### src/rtl/alu_op_sequencer.sv
// Control and operand/result register stage in front of the one-hot logic ALU.
// Legal op: EXEC then DONE; illegal op goes straight to DONE. DONE holds until out_ready. ALU_SEQ_STATS_EN enables op_count.
module alu_op_sequencer #(
    parameter int DATA_W = 32,
    parameter int OPC_W  = 5
) (
    input  logic              clk,
    input  logic              clr,
    input  logic              in_valid,
    output logic              in_ready,
    input  logic [OPC_W-1:0]  opcode,
    input  logic [DATA_W-1:0] a_in,
    input  logic [DATA_W-1:0] b_in,
    output logic [DATA_W-1:0] Rb,
    output logic [DATA_W-1:0] Ry,
    output logic              AND,
    output logic              OR,
    output logic              NEG,
    output logic              NOT,
    input  logic [DATA_W-1:0] resultLo,
    output logic              out_valid,
    input  logic              out_ready,
    output logic [DATA_W-1:0] z_out,
    output logic              err,
    output logic [15:0]       op_count
);

    localparam logic [OPC_W-1:0] OPC_AND = OPC_W'(5'b00101);
    localparam logic [OPC_W-1:0] OPC_OR  = OPC_W'(5'b00110);
    localparam logic [OPC_W-1:0] OPC_NEG = OPC_W'(5'b10000);
    localparam logic [OPC_W-1:0] OPC_NOT = OPC_W'(5'b10001);

    typedef enum logic [1:0] {
        S_IDLE = 2'd0,
        S_EXEC = 2'd1,
        S_DONE = 2'd2
    } state_t;

    state_t            r_state;
    state_t            w_next_state;
    logic [OPC_W-1:0]  r_opc;
    logic [DATA_W-1:0] r_rb;
    logic [DATA_W-1:0] r_y;
    logic [DATA_W-1:0] r_z;
    logic              r_err;
    logic              w_accept;
    logic              w_legal;
    logic              w_handoff;

    assign w_legal   = (opcode == OPC_AND) || (opcode == OPC_OR) ||
                       (opcode == OPC_NEG) || (opcode == OPC_NOT);
    assign w_accept  = in_valid && in_ready;
    assign w_handoff = out_valid && out_ready;

    always_ff @(posedge clk or posedge clr) begin
        if (clr) begin
            r_state <= S_IDLE;
        end else begin
            r_state <= w_next_state;
        end
    end

    always_comb begin
        w_next_state = r_state;
        case (r_state)
            S_IDLE: if (w_accept) w_next_state = w_legal ? S_EXEC : S_DONE;
            S_EXEC: w_next_state = S_DONE;
            S_DONE: if (w_handoff) w_next_state = S_IDLE;
            default: w_next_state = S_IDLE;
        endcase
    end

    // Selects are only ever raised in EXEC, which illegal opcodes never reach.
    always_comb begin
        in_ready  = 1'b0;
        out_valid = 1'b0;
        AND       = 1'b0;
        OR        = 1'b0;
        NEG       = 1'b0;
        NOT       = 1'b0;
        case (r_state)
            S_IDLE: in_ready = 1'b1;
            S_EXEC: begin
                AND = (r_opc == OPC_AND);
                OR  = (r_opc == OPC_OR);
                NEG = (r_opc == OPC_NEG);
                NOT = (r_opc == OPC_NOT);
            end
            S_DONE: out_valid = 1'b1;
            default: ;
        endcase
    end

    always_ff @(posedge clk or posedge clr) begin
        if (clr) begin
            r_opc <= '0;
            r_rb  <= '0;
            r_y   <= '0;
            r_z   <= '0;
            r_err <= 1'b0;
        end else begin
            if (w_accept) begin
                r_opc <= opcode;
                r_rb  <= a_in;
                r_y   <= b_in;
                if (!w_legal) begin
                    r_z   <= '0;
                    r_err <= 1'b1;
                end
            end
            if (r_state == S_EXEC) begin
                r_z   <= resultLo;
                r_err <= 1'b0;
            end
        end
    end

    assign Rb    = r_rb;
    assign Ry    = r_y;
    assign z_out = r_z;
    assign err   = r_err;

`ifdef ALU_SEQ_STATS_EN
    logic [15:0] r_op_count;

    always_ff @(posedge clk or posedge clr) begin
        if (clr) begin
            r_op_count <= '0;
        end else if (w_handoff && !r_err && (r_op_count != 16'hFFFF)) begin
            r_op_count <= r_op_count + 16'd1;
        end
    end

    assign op_count = r_op_count;
`else
    assign op_count = 16'h0000;
`endif

endmodule

### config.mk
export PLATFORM = sky130hd
export DESIGN_NAME = alu_op_sequencer
export DESIGN_NICKNAME = d
export VERILOG_FILES = /design/src/rtl/alu_op_sequencer.sv
export SDC_FILE = /design/constraint.sdc
export NUM_CORES = 1
export LEC_CHECK = 0
export CORE_MARGIN = 2
export CORE_UTILIZATION = 38
export CTS_BUF_LIST = sky130_fd_sc_hd__clkbuf_2
export CTS_CLUSTER_DIAMETER = 30
export DETAILED_ROUTE_END_ITERATION = 10
export PLACE_DENSITY = 0.85
export SLEW_MARGIN = 20
export SYNTH_ARGS = -nofsm -noshare
export SYNTH_HDL_FRONTEND = slang
export SYNTH_SLANG_ARGS = --single-unit
### constraint.sdc
create_clock -name clk -period 4.1 [get_ports clk]
set_input_delay 1.23 -clock clk [delete_from_list [all_inputs] [get_ports clk]]
set_output_delay 1.23 -clock clk [all_outputs]
set_load 0.01 [all_outputs]
### Word level (Yosys, flattened, before mapping)

Cells that the tools add are included.

* flip-flop bits (word level): 104
* input bits: 105
* output and inout port bits: 119
* word-level logic and storage cells: 44

* equality and inequality tests: 13
* muxes and demuxes: 16
* reductions and logical operators: 9

Operators by type and width (number)
* 32-bit two-way mux: 3
* 5-bit by 3-bit equality test with 1-bit output, second input constant: 4
* 5-bit equality test, second input constant: 4
* 1-bit two-way mux: 9
* 2-bit two-way mux: 3
* 2-bit case mux with 3 select lines: 1
* 2-bit inequality test, second input constant: 2
* 2-bit AND reduction: 2
* 1-bit logical OR: 3
* 2-bit by 1-bit equality test with 1-bit output, second input constant: 1
* 2-bit equality test, second input constant: 1
* 1-bit logical AND: 2
* 2-bit logical NOT: 1
* 2-bit by 1-bit inequality test with 1-bit output, second input constant: 1
* 2-bit nonzero test: 1

### Longest topological paths before layout

Gate-level depths: netlist of the first run.

* depth in word-level cells: 7
* gate-level depth with buffers: 5

### Least setup slack after synthesis of the first run

OpenSTA, ideal clock, no wires.

* path kind: flip-flop to output port
* from: reg r_state[1]
* to: out NEG
* arrival time: 1.282 ns
* data required time: 2.870 ns
* path slack: 1.588 ns
* cell stages (with the launch flop): 4
* path buffers: 0
* path through: dfrtp_1 -> nand2b_2 -> or4b_4 -> nor3_2

* cells in the longest elaborated chain, start to end: 2

Ends and longest elaborated chain
* from (decl): RTL line 39 `state_t r_state;`
* from (signal assigned): RTL line 59 `r_state <= w_next_state;`
* 2-bit by 1-bit equality test with 1-bit output: RTL line 81 `case (r_state)`
* 1-bit two-way mux: RTL line 81
* to (decl): RTL line 18 `output logic NEG,`

No other way between the ends.

### Worst setup path in the final report of the first run

Ends and elaborated chain as after synthesis.

==> flow_metrics.tcl, run 1 <==
set metrics [dict create \
    status "complete, no violations" \
    cp_max_fo 5 \
    hold_end "Rb[20]$_DFFE_PP0P_" \
    power_density_mw_per_mm2 506 \
    start_util_pct 39.1 \
    via_count 3045 \
    worst_pin_slew_ns 0.669 \
    postSynthCellCount 270 \
    ys_warn_count 0 \
    antenna_found_initial 0 \
    grt_pass1_wl_mm 16.7 \
    worstPathRequired_ns 2.87 \
    startpoint_type "flip-flop" \
    fmax_mhz 264 \
    fin_nets 579 \
    power.total_mw 3.38 \
    slew_viol_final 0 \
    area.growth.synth_to_final_pct 48.9 \
    port_buffers 207 \
    crit_type "flip-flop to primary output" \
    r2r-end "Rb[29]$_DFFE_PP0P_" \
    reg2reg_from "r_state[1]$_DFFE_PP0P_" \
    postRouteAntennaNets 0 \
    ctsHoldBuffers 0 \
    fill_cells 892 \
    clock_sinks 104 \
    r2r_slack_ns 2.22 \
    cts-resized-gates 0 \
    final_cell_area_mm2 0.00668 \
    crit_arrival_ns 2.55 \
    post_cts_buffers 0 \
    hold_viol_final 0 \
    async_flop_share_pct 100 \
    cts_root_buf "clkbuf_2" \
    grt_setup_unrepaired "false" \
    critPathCaptureType "primary output" \
    core-area_mm2 0.0115 \
    cts_tree "yes" \
    ys_seq_area_share_pct 58.0 \
    postSynthAreaPerCell_um2 16.6 \
    numCtsBuffers 9 \
    final_util_pct 58.3 \
    fin_cells 622 \
    min_path_type "flip-flop to flip-flop" \
    drc 0 \
    die_h_um 113 \
    grt_overflow_total 0 \
    grt_max_degree 55 \
    netlist_area_mm2 0.00449 \
    core.rowCount 39 \
    setup_violations 0 \
    diodes 0 \
    hold_depth 1 \
    min_from "Rb[20]$_DFFE_PP0P_" \
    maxCapViolations 0 \
    drt-pass1-iter-count 4 \
    clkLatencyLatePin_ns 0.61 \
    globalRouteTotalUtil_pct 16.9 \
    clock_skew_ns 0.0403 \
    dp.cells 606 \
    path_clk_slew_ns 0.24 \
    synth_edf_count 0 \
    finalCritPeriodShare_pct 92.3 \
    yosysUniqueCellTypes 31 \
    placedInstanceArea_mm2 0.00652 \
    via_per_inst 4.90 \
    fin_tns_setup_ns 0 \
    wl_per_cell_um 16.9 \
    drive_gt1_share_pct 26.7 \
    synth-seq-cells 104 \
    finalWirelength_mm 10.5 \
    drt_iter0_markers 158 \
    io_pins 224 \
    cts_max_level 3 \
    die_area_mm2 0.0127 \
    clock_path_buffers 2 \
    max_slew_margin_pct 55.4 \
    reg2regPathDepth 4 \
    ir_drop_mv 0.346 \
    power_leakage_nw 3.04 \
    die_x_um 113 \
    grt_pass1_vias 3159 \
    dp_hpwl_mm 7.61 \
    synth_flop_cell "dfrtp_1" \
    gp_congestion 0.782 \
    layout_min_cycle_time_ns 3.78 \
]
[cells in the final DEF (no fill, tap or decap), drive strengths merged, types with 2 or more instances in the layout]
cell type	instances
buf	5
nor2b	3
nor4	2
clkdlybuf4s50	207
conb	16
nand2	3
clkbuf	9
a32o	32
mux2	69
inv	4
nand2b	4
bufinv	3
or4bb	2
clkinv	2
dfrtp	104
nor2	3
[through the flow]
stage	setup slack, ns	hold slack (ns)
floorplan	0.138	0.485
global placement	0.945	0.489
detailed placement	0.912	0.494
CTS	0.239	0.546
global route	0.155	0.558
finish	0.316	0.539
[layout make-up]
cell class,count,area (um2),share of cell area [%]
timing repair buffer,212,2120,31.8
tap,143,179,2.68
inverter,2,10.0,0.150
sequential,104,2600,38.9
clock inverter,7,116,1.74
clock buffer,9,45.0,0.674
multi-input combinational,145,1610,24.1
[report_power, final]
| part | internal [mW] | switching, mW |
|---|---|---|
| Sequential | 1.29 | 0.163 |
| Combinational | 0.871 | 0.453 |
| Clock | 0.264 | 0.338 |
[critical path: stages (launching register included)]
cell and delay [ns]:
dfrtp_1 0.50, nand2b_2 0.23, or4b_4 0.50, nor3_2 0.17, clkdlybuf4s50_1 0.57
[per-layer routing]
layer	wire (um)	vias up	GRT usage (%)
li1	-	1368	-
met1	4030	1527	21.1
met4	156	0	4.31
met5	0	-	0
met2	5490	136	27.9
met3	836	14	6.21
[synthesized netlist by cell type (2+ instances only)]
cell type	number	area, um2
dfrtp_1	104	2600
mux2_4	49	736
a32o_2	29	327
mux2_2	20	225
buf_4	17	128
buf_2	7	35.0
buf_12	6	120
a32o_1	3	30.0
buf_8	3	45.0
nand2_1	3	11.3
nand2b_1	3	18.8
nor2_1	3	11.3
inv_1	2	7.51
nor2b_4	2	27.5
nor4_1	2	12.5
or4bb_1	2	22.5
[worst max-delay path by stage]
stage,start,end,slack (ns),cells after the start
global route,r_state[1]$_DFFE_PP0P_,NEG,0.16,4
CTS,r_state[1]$_DFFE_PP0P_,NEG,0.24,4
floorplan,clr,Rb[0]$_DFFE_PP0P_,0.14,1
finish,r_state[1]$_DFFE_PP0P_,NEG,0.32,4
detailed placement,in_valid,Rb[29]$_DFFE_PP0P_,0.91,5
global placement,opcode[3],r_state[1]$_DFFE_PP0P_,0.95,4
[kinds of logic after synthesis]
logic type,after synthesis,synth area share [%]
buffers and inverters,36,7.58
AND/OR/NAND/NOR,22,3.73
flip-flops,104,58.0
AO/OA/AOI/OAI,37,9.03
other,1,0.0835
XOR/XNOR,1,0.195
multiplexers,69,21.4
[flip-flops by register name (all words and copies together) (netlist names)]
signal   count
err          1
r_state      2
Rb          32
z_out       32
Ry          32
r_opc        5
(Power assumes the default switching activity.)
==> inputs of run 2 (changes only) <==
--- a/config.mk
+++ b/config.mk
@@ -10,6 +10,7 @@
 export CTS_BUF_LIST = sky130_fd_sc_hd__clkbuf_2
 export CTS_CLUSTER_DIAMETER = 30
 export DETAILED_ROUTE_END_ITERATION = 10
+export HOLD_SLACK_MARGIN = 0.08
 export PLACE_DENSITY = 0.85
 export SLEW_MARGIN = 20
 export SYNTH_ARGS = -nofsm -noshare
==> results of run 2 <==
The final DEF is identical to that of run 1; final timing and power are the same.
==> inputs of run 3 (changes only) <==
--- a/config.mk
+++ b/config.mk
@@ -6,12 +6,12 @@
 export NUM_CORES = 1
 export LEC_CHECK = 0
 export CORE_MARGIN = 2
-export CORE_UTILIZATION = 38
+export CORE_UTILIZATION = 42
 export CTS_BUF_LIST = sky130_fd_sc_hd__clkbuf_2
 export CTS_CLUSTER_DIAMETER = 30
 export DETAILED_ROUTE_END_ITERATION = 10
 export HOLD_SLACK_MARGIN = 0.08
-export PLACE_DENSITY = 0.85
+export PLACE_DENSITY = 0.93
 export SLEW_MARGIN = 20
 export SYNTH_ARGS = -nofsm -noshare
 export SYNTH_HDL_FRONTEND = slang
==> constraint.sdc (replaced) <==
create_clock -name clk -period 3.95 [get_ports clk]
set_input_delay 1.185 -clock clk [delete_from_list [all_inputs] [get_ports clk]]
set_output_delay 1.185 -clock clk [all_outputs]
set_load 0.01 [all_outputs]
==> flow_metrics.tcl, run 3 (synthesis results as in run 1) <==
set metrics [dict create \
    status "complete, no violations" \
    fill_cells 788 \
    max_slew_margin_pct 44.3 \
    globalRouteTotalUtil_pct 18.8 \
    port_buffers 207 \
    diodes 0 \
    grt_pass1_vias 3305 \
    clkLatencyLatePin_ns 0.54 \
    start_util_pct 43.3 \
    die_x_um 107 \
    ir_drop_mv 0.351 \
    power_density_mw_per_mm2 511 \
    via_count 3065 \
    final_common_cell "clkdlybuf4s50_1" \
    io_pins 224 \
    cts_max_level 3 \
    dp_hpwl_mm 7.87 \
    drc 0 \
    via_per_inst 4.99 \
    path_clk_slew_ns 0.25 \
    crit_arrival_ns 2.53 \
    final_util_pct 63.9 \
    drt-pass1-iter-count 4 \
    cts-resized-gates 0 \
    fmax_mhz 269 \
    finalCritPeriodShare_pct 94.1 \
    post_cts_buffers 0 \
    grt_max_degree 61 \
    core.rowCount 37 \
    drt_iter0_markers 93 \
    min_path_type "flip-flop to flip-flop" \
    slew_viol_final 0 \
    power_leakage_nw 3.01 \
    area.growth.synth_to_final_pct 47.7 \
    maxCapViolations 0 \
    cp_max_fo 5 \
    gp_congestion 0.806 \
    r2r_slack_ns 2.04 \
    ctsHoldBuffers 0 \
    fin_tns_setup_ns 0 \
    die_area_mm2 0.0115 \
    antenna_found_initial 0 \
    hold_end "Rb[31]$_DFFE_PP0P_" \
    critPathCaptureType "primary output" \
    die_h_um 107 \
    grt_pass1_wl_mm 16.8 \
    worst_pin_slew_ns 0.831 \
    cts_root_buf "clkbuf_2" \
    crit_type "flip-flop to primary output" \
    core-area_mm2 0.0104 \
    numCtsBuffers 9 \
    wl_per_cell_um 17.4 \
    layout_min_cycle_time_ns 3.72 \
    most-common-layout-cells "clkdlybuf4s50_1, dfrtp_1, mux2_4" \
    fin_nets 578 \
    finalWirelength_mm 10.7 \
    cts_tree "yes" \
    clock_sinks 104 \
    reg2regPathDepth 4 \
    setup_violations 0 \
    hold_depth 1 \
    grt_overflow_total 0 \
    min_from "Rb[31]$_DFFE_PP0P_" \
    clock_path_buffers 2 \
    postRouteAntennaNets 0 \
    hold_viol_final 0 \
    drive_gt1_share_pct 26.8 \
    r2r-end "Ry[31]$_DFFE_PP0P_" \
    startpoint_type "flip-flop" \
    grt_setup_unrepaired "false" \
    worstPathRequired_ns 2.76 \
    reg2reg_from "r_state[1]$_DFFE_PP0P_" \
    clock_skew_ns 0.0156 \
]
run 3: cell count changes in the layout (fill, tap and decap cells not counted):
cell        change
clkbuf_2        +2
buf_12          +1
inv_6           -2
clkinvlp_4      +3
bufinv_16       -2
buf_4           -2
clkinv_1        -1
run 3: power by group:
group,internal (mW),leakage (nW),switching [mW],total [mW]
Sequential,1.34,1.28,0.174,1.52
Clock,0.149,0.0642,0.338,0.487
Combinational,0.906,1.66,0.477,1.38
run 3: worst max path at each step:
stage	start	to	slack, ns	cells after the start
finish	r_state[1]$_DFFE_PP0P_	NOT	0.23	4
global route	r_state[1]$_DFFE_PP0P_	NEG	0.06	4
CTS	r_state[1]$_DFFE_PP0P_	NEG	0.16	4
detailed placement	opcode[2]	r_state[1]$_DFFE_PP0P_	0.76	4
global placement	opcode[2]	r_state[1]$_DFFE_PP0P_	0.84	4
floorplan	clr	Rb[0]$_DFFE_PP0P_	0.03	1
run 3: worst max-delay path, stage by stage (launching register included):
cell and delay (ns):
dfrtp_1 0.51, nand2b_2 0.24, or4b_4 0.50, nor2_1 0.16
clkdlybuf4s50_1 0.57
run 3: final cells by class:
class | count | area (um2) | share of cell area [%]
Tap cell | 136 | 170 | 2.57
Inverter | 2 | 10.0 | 0.151
Clock buffer | 11 | 55.1 | 0.830
Clock inverter | 5 | 57.6 | 0.868
Sequential cell | 104 | 2600 | 39.3
Timing Repair Buffer | 211 | 2130 | 32.1
Multi-Input combinational cell | 145 | 1610 | 24.2
run 3: per-stage QoR:
step	cells	worst slack (ns)	hold WS [ns]	instance area [um2]	power [mW]
6_report	614	0.234	0.542	6630	3.39
5_1_grt	614	0.0580	0.556	6630	3.57
4_1_cts	614	0.159	0.549	6630	3.43
3_5_place_dp	598	0.762	0.491	6520	2.93
3_3_place_gp	598	0.839	0.490	6520	2.88
2_1_floorplan	285	0.0328	0.485	4550	2.23
run 3: routing by layer:
metal  GRT usage [%]  up-vias  part of all wire, %  wire, um
li1                -     1374                    -         -
met2            33.4      132                   52      5580
met3            6.48       14                  7.6       815
met5               0        -                    0         0
met1            21.6     1545                   39      4140
met4            5.04        0                  1.4       147
